### src/rtl/regfile_mp.sv
// Multi-port register file: NREAD combinational reads, two prioritised writes, busy scoreboard.
// Latency: reads 0 cycles; writes and busy updates land on the edge; clear sweep takes NREGS cycles.
// Backpressure: none; writes and reservations are silently dropped while ready is low.
module regfile_mp #(
  parameter int RADDRWIDTH = 3,
  parameter int REGWIDTH   = 16,
  parameter int NREAD      = 2,
  parameter int BYPASS     = 1,
  parameter int ZERO_REG   = 1
) (
  input  logic                          clk,
  input  logic                          rst,
  output logic                          ready,
  input  logic [NREAD*RADDRWIDTH-1:0]   raddr,
  output logic [NREAD*REGWIDTH-1:0]     rdata,
  output logic [NREAD-1:0]              rbusy,
  input  logic                          we0,
  input  logic [RADDRWIDTH-1:0]         waddr0,
  input  logic [REGWIDTH-1:0]           wdata0,
  input  logic                          we1,
  input  logic [RADDRWIDTH-1:0]         waddr1,
  input  logic [REGWIDTH-1:0]           wdata1,
  input  logic                          resv,
  input  logic [RADDRWIDTH-1:0]         resv_addr,
  output logic [(2**RADDRWIDTH)-1:0]    busy
);

  localparam int NREGS = 2**RADDRWIDTH;

  typedef enum logic {ST_INIT, ST_RUN} state_t;

  state_t                  state, state_nxt;
  logic [RADDRWIDTH-1:0]   cnt, cnt_nxt;
  logic [REGWIDTH-1:0]     mem [NREGS];
  logic [NREGS-1:0]        busy_q, busy_nxt;
  logic                    wr0_ok, wr1_ok;

  // ready comes straight off the state flop, so rst has no combinational path to it
  assign ready = (state == ST_RUN);
  assign busy  = busy_q;

  // writes to the hardwired zero register are dropped before they reach storage
  assign wr0_ok = ready && we0 && !((ZERO_REG != 0) && (waddr0 == '0));
  assign wr1_ok = ready && we1 && !((ZERO_REG != 0) && (waddr1 == '0));

  // state, sweep counter and scoreboard registers
  always_ff @(posedge clk) begin
    if (rst) begin
      state  <= ST_INIT;
      cnt    <= '0;
      busy_q <= '0;
    end else begin
      state  <= state_nxt;
      cnt    <= cnt_nxt;
      busy_q <= busy_nxt;
    end
  end

  // sweep sequencing: step through every entry once, then enter RUN
  always_comb begin
    state_nxt = state;
    cnt_nxt   = cnt;
    if (state == ST_INIT) begin
      cnt_nxt = cnt + 1'b1;
      if (cnt == RADDRWIDTH'(NREGS - 1)) begin
        state_nxt = ST_RUN;
      end
    end
  end

  // scoreboard update: writes retire a producer, a reservation (applied last) marks a new one
  always_comb begin
    busy_nxt = busy_q;
    if (ready) begin
      if (we0)  busy_nxt[waddr0]    = 1'b0;
      if (we1)  busy_nxt[waddr1]    = 1'b0;
      if (resv) busy_nxt[resv_addr] = 1'b1;
    end
    if (ZERO_REG != 0) begin
      busy_nxt[0] = 1'b0;
    end
  end

  // storage: sweep clear during INIT; in RUN port 1 is written last so it wins collisions
  always_ff @(posedge clk) begin
    if (!rst) begin
      if (state == ST_INIT) begin
        mem[cnt] <= '0;
      end else begin
        if (wr0_ok) mem[waddr0] <= wdata0;
        if (wr1_ok) mem[waddr1] <= wdata1;
      end
    end
  end

  for (genvar k = 0; k < NREAD; k++) begin : g_rd
    logic [RADDRWIDTH-1:0] ra;
    logic [REGWIDTH-1:0]   rd;
    logic                  rb;

    assign ra = raddr[k*RADDRWIDTH +: RADDRWIDTH];

    // read mux: zero register, then same-cycle write data (port 1 first), then storage
    always_comb begin
      rd = '0;
      rb = 1'b0;
      if (ready) begin
        rb = busy_q[ra];
        if ((ZERO_REG != 0) && (ra == '0)) begin
          rd = '0;
        end else if ((BYPASS != 0) && we1 && (waddr1 == ra)) begin
          rd = wdata1;
        end else if ((BYPASS != 0) && we0 && (waddr0 == ra)) begin
          rd = wdata0;
        end else begin
          rd = mem[ra];
        end
      end
    end

    assign rdata[k*REGWIDTH +: REGWIDTH] = rd;
    assign rbusy[k]                      = rb;
  end

endmodule
### config.mk
export PLATFORM = sky130hd
export DESIGN_NAME = regfile_mp
export DESIGN_NICKNAME = d
export VERILOG_FILES = /design/src/rtl/regfile_mp.sv
export SDC_FILE = /design/constraint.sdc
export NUM_CORES = 1
export LEC_CHECK = 0
export ABC_AREA = 1
export CELL_PAD_IN_SITES_DETAIL_PLACEMENT = 1
export CELL_PAD_IN_SITES_GLOBAL_PLACEMENT = 1
export CORE_ASPECT_RATIO = 0.6
export CORE_MARGIN = 4
export CORE_UTILIZATION = 46
export CTS_CLUSTER_DIAMETER = 30
export DETAILED_ROUTE_END_ITERATION = 8
export PLACE_DENSITY_LB_ADDON = 0.3
export SYNTH_ARGS = -nofsm -noshare
export SYNTH_HDL_FRONTEND = slang
export SYNTH_SLANG_ARGS = --single-unit
export TNS_END_PERCENT = 1
### constraint.sdc
create_clock -name clk -period 4.37 [get_ports clk]
set_input_delay 0.6555 -clock clk [delete_from_list [all_inputs] [get_ports clk]]
set_output_delay 0.6555 -clock clk [all_outputs]
set_load 0.05 [all_outputs]
Word level (Yosys, flattened, before mapping)
Memories as Yosys holds them, arrays and structs flattened.
Cells that the tools add are included.
{ "word_totals": {"memories": 1, "rom_bits": 0, "latchBits": 0, "ramBits": 128, "elab_cells": 83, "register_bits": 12} }
{ "mem_list": {"columns": ["name", "depth", "word_bits", "rd", "rd_clocked_by_memory_dff", "wr", "line", "text"], "rows": [
  ["mem", 8, 16, 2, 0, 2, "34", "logic [REGWIDTH-1:0] mem [NREGS];"]
]} }
{ "op_classes": {"eq_ne": 5, "div_mod_pow": 0, "n_addsub": 1, "mux": 41, "n_mul": 0, "bitwise_logic": 5, "reduce_logical": 18, "magnitude_cmp": 8, "shifts": 0} }
{ "ops": {"columns": ["operator", "count"], "rows": [
  ["16-bit two-way mux", 9],
  ["8-bit two-way mux", 5],
  ["1-bit two-way mux", 21],
  ["3-bit by 4-bit less-than comparator with 1-bit output (second input constant)", 5],
  ["8-bit AND", 2],
  ["8-bit inverter", 2],
  ["16-bit OR reduction", 1],
  ["3-bit equality test", 4],
  ["3-bit zero test", 4],
  ["1-bit logical AND", 11],
  ["1-bit demux with 3-bit select", 3],
  ["3-bit by 1-bit greater-or-equal comparator with 1-bit output (second input constant)", 3],
  ["8-bit OR", 1],
  ["1-bit binary-select mux with 3-bit select", 2],
  ["3-bit by 1-bit adder with 3-bit output (second input constant)", 1],
  ["3-bit equality test (second input constant)", 1],
  ["3-bit two-way mux", 1],
  ["1-bit zero test", 2]
]} }

Longest topological paths before layout
{ "logic_depth": {"ltp_word": 13, "depth_mapped": 10, "mapped_depth_nobuf": 8} }

Worst setup path after synthesis
OpenSTA, ideal clock, no wires.
{ "synth_path": {"path_kind": "input-to-output", "from": "input raddr[1]", "to": "output rdata[14]", "arrival_ns": 2.257, "path_slack_ns": 1.458, "path_stages": 9, "required_time_ns": 3.714, "cell_sequence": "buf_2 inv_4 nand2_1 nand2_2 nor2_8 nand2_4 buf_2 nand3_1 a21oi_1"} }
{ "synth_between": {"elab_chain_len": 6} }
{ "synth_rtl": {"columns": ["item", "line", "text"], "rows": [
  ["start, declared", "14", "input logic [NREAD*RADDRWIDTH-1:0] raddr,"],
  ["branches (longest 4 deep; another with memory read 8 x 16 bit)", null, null],
  ["16-bit two-way mux (*)", "109", "if ((ZERO_REG != 0) && (ra == '0)) begin"],
  ["16-bit two-way mux (*)", "107", "if (ready) begin"],
  ["end, declared", "15", "output logic [NREAD*REGWIDTH-1:0] rdata,"]
]} }
Mark *: on every way between the ends.

Final worst setup path
{ "layout_path": {"from": "input raddr[2]", "to": "output rdata[7]"} }
The elaborated chain is that of the path after synthesis.

==> results.md <==
* Status: finished, final reports clean
* Top-count cell post-synth: nand2_1
* Post-route setup TNS at 0 ns
* Post-Syn Nets at about 1.5k
* Post-synth EDFFs at 128
* Cell taking the most area after synthesis: edfxtp_1
* Global placement routability congestion at a little under 1
* Max Fanout on Critical Path at 20
* CTS tree: built
* Top cells by count, synth: nand2_1, nand3_1, edfxtp_1, o21ai_1, inv_1
* Iter 0 DRT Violations at 1443
* Layout fillers at 2699
* Final setup fails at 0
* Maximum root-to-sink buffer count at 2
* Top delay family on crit path: buffers and inverters
* Worst Setup End Kind: output port
* Tot Pwr at approximately 0.0037 W
* Die Wd at between 150 and 200 um
* Worst path bufs/invs at 4
* P&R area growth vs syn at 19.4%
* Prevailing post-synth register cell: edfxtp_1
* Synthesized area at about 10000 um^2
* Final period util at 0.862
* Vias after detailed routing at between 10k and 15k
* HPWL after DPL at around 29000 um
* Highest clock rate at 0.265 GHz
* First-pass GRT wire length at ~65000 um
* Arr. time, crit path at 3.11 ns
* Top-area cell type share of the netlist area at 0.381
* Die area at between 20000 and 25000 um^2
* H-tree levels at 4
* Worst vdd ir at roughly 270 uV
* # port buffers at 93
* Via/cell ratio at 6.15
* Num ports at 95
* Worst Path Required at 3.71 ns
* HP Class: register to register
* Sink Count at 139
* Core area at 21300 um^2
* Skew-Pair Late Insertion Delay at roughly 0.44 ns
* TritonCTS Buffers at 17
* RSZ-0062 raised after global routing: false
* DRC errors left at 0
* DRT antenna net count at 0
* Post-synthesis average cell area at a little over 7 um^2
* Largest net degree at the start of global routing at 70
* Crit path launch type: input port
* Max stage delay on crit path at between 0.6 and 0.7 ns
* Post-CTS setup buffer count at 0
* CP max stage cell: a31oi_2
* Initial Util at 0.474
* Layout cells sized above 1 at 0.111
* Die Y at 123 um
* Wirelength per Cell at approximately 25 um
* Antenna Cells at 0
* Cells after Synth at 1415
* First-pass DRT Iterations at 6
* Nets@finish at ~1.5k
* Initial antenna violation count at 1
* Worst slew pin tran at 0.904 ns
* Yosys reg bits at between 100 and 150
* Slew margin rel. at 0.397
* Ys async rst share at 0
* Vias in the first global route at around 11k
* Sequential area share after synthesis at 0.403
* Crit Path Category: input port to output port
* Total track usage at 0.360
* Dominant cells by area after synthesis: edfxtp_1, nand2_1, nand3_1
* Crit path time final at roughly 3.8 ns
* Post-CTS Hold Buffers at 0
* Number of library cell types mapped by synthesis at 32
* Synthesis Warnings at 0
* Post-CTS sizing at 0
* Row Count at ~40
* Clock transition at path regs at roughly 0.070 ns
* Number of max-cap violations at 0
* Critical Path, Cell by Cell: clkdlybuf4s50_1, inv_1, buf_4, a31oi_2, o21ai_1, a21oi_1, buf_12
* Pins Over Slew Limit at 0
* Root Driver: clkbuf_16
* Clock Skew at 0.00982 ns
* Power per cell area at just over 300 nW/um^2
* Hold Fails Final Rpt at 0
* Total wire length at 43700 um
* Total grt overflow at 0
* Leak Pwr at between 5 and 6 nW
through the flow:
step	cell area, um^2	worst slack [ns]	util	cells	hold slack [ns]
global placement	11400	0.803	0.537	1719	0.468
floorplan	10100	1.46	-	1415	0.460
finish	12000	0.601	0.566	1751	0.484
global route	12000	0.509	0.566	1751	0.510
detailed placement	11400	0.706	0.537	1719	0.473
CTS	12000	0.686	0.566	1751	0.483
cells in the final DEF, fill, tap and decap left out, types with 2 or more instances in the layout:
cell type | netlist | routed
edfxtp_1 | 128 | 128
o21ai_0 | 42 | 42
nand2_1 | 563 | 563
o21ai_2 | 0 | 7
clkbuf_16 | 0 | 17
nor2_2 | 2 | 2
inv_8 | 0 | 3
nand3_1 | 218 | 218
inv_6 | 0 | 5
nand3_4 | 2 | 2
nand3_2 | 10 | 10
nor2_1 | 20 | 20
inv_4 | 3 | 3
buf_12 | 2 | 35
a21oi_1 | 46 | 46
clkdlybuf4s50_1 | 0 | 57
buf_4 | 11 | 31
a31oi_1 | 2 | 2
nor2_8 | 20 | 20
clkinv_4 | 0 | 2
dfxtp_1 | 11 | 11
o21ai_1 | 127 | 120
nor3_1 | 3 | 3
inv_2 | 8 | 8
nand2_2 | 8 | 8
a31oi_2 | 2 | 2
ha_1 | 2 | 2
nand4_1 | 6 | 6
inv_1 | 88 | 88
buf_2 | 35 | 2
bufinv_16 | 0 | 2
state kept, by name, summed over array words and instances, names as in the netlist:
signal and count:
busy 7, cnt 3, mem 128, ready 1
worst paths after layout:
check,end,cells past startpoint,from,slack (ns)
hold / removal,busy[5]$_SDFFE_PP0P_,2,busy[5]$_SDFFE_PP0P_,0.48
setup reg to reg,mem[2][6]$_DFFE_PP_,7,ready$_SDFF_PP0_,1.26
setup / recovery,rdata[7],7,raddr[2],0.60
hold reg to reg,busy[5]$_SDFFE_PP0P_,2,busy[5]$_SDFFE_PP0P_,0.48
power by group:
| group | leakage [nW] | internal, W | switching (W) |
|---|---|---|---|
| registers | 1.16 | 0.00149 | 0.0000248 |
| logic | 3.66 | 0.000172 | 0.000467 |
| clock network | 0.295 | 0.000865 | 0.000670 |
| total | 5.11 | 0.00252 | 0.00116 |
routing by layer:
layer | share of wire | track usage | wire length (um) | up-vias
met5 | 0.00016 | 0 | 7 | -
met4 | 0.021 | 0.0914 | 912 | 2
met3 | 0.15 | 0.132 | 6450 | 90
met2 | 0.41 | 0.520 | 18100 | 683
met1 | 0.42 | 0.512 | 18200 | 5215
li1 | - | - | - | 4785
logic make-up after synthesis:
logic type               count (synthesis)  share of synthesized area
other                                    1                   0.000372
flip-flops                             139                      0.403
AO/OA/AOI/OAI                          220                      0.111
buffers and inverters                  199                     0.0913
adder cells (fa/ha/maj)                  2                    0.00248
AND/OR/NAND/NOR                        854                      0.392
worst min-delay path: stages (launching register included):
cell and delay [ns]:
dfxtp_1 0.32, nand2_1 0.06, a21oi_1 0.05
cell type report:
cell class | count | area, um^2 | share of cell area
Multi-Input combinational cell | 1077 | 5130 | 0.426
Sequential cell | 139 | 4060 | 0.337
Timing Repair Buffer | 125 | 1510 | 0.126
Clock buffer | 17 | 425 | 0.0353
Inverter | 99 | 379 | 0.0315
Tap cell | 279 | 349 | 0.0290
Clock inverter | 15 | 183 | 0.0152
Power figures use the tool's default switching activity.
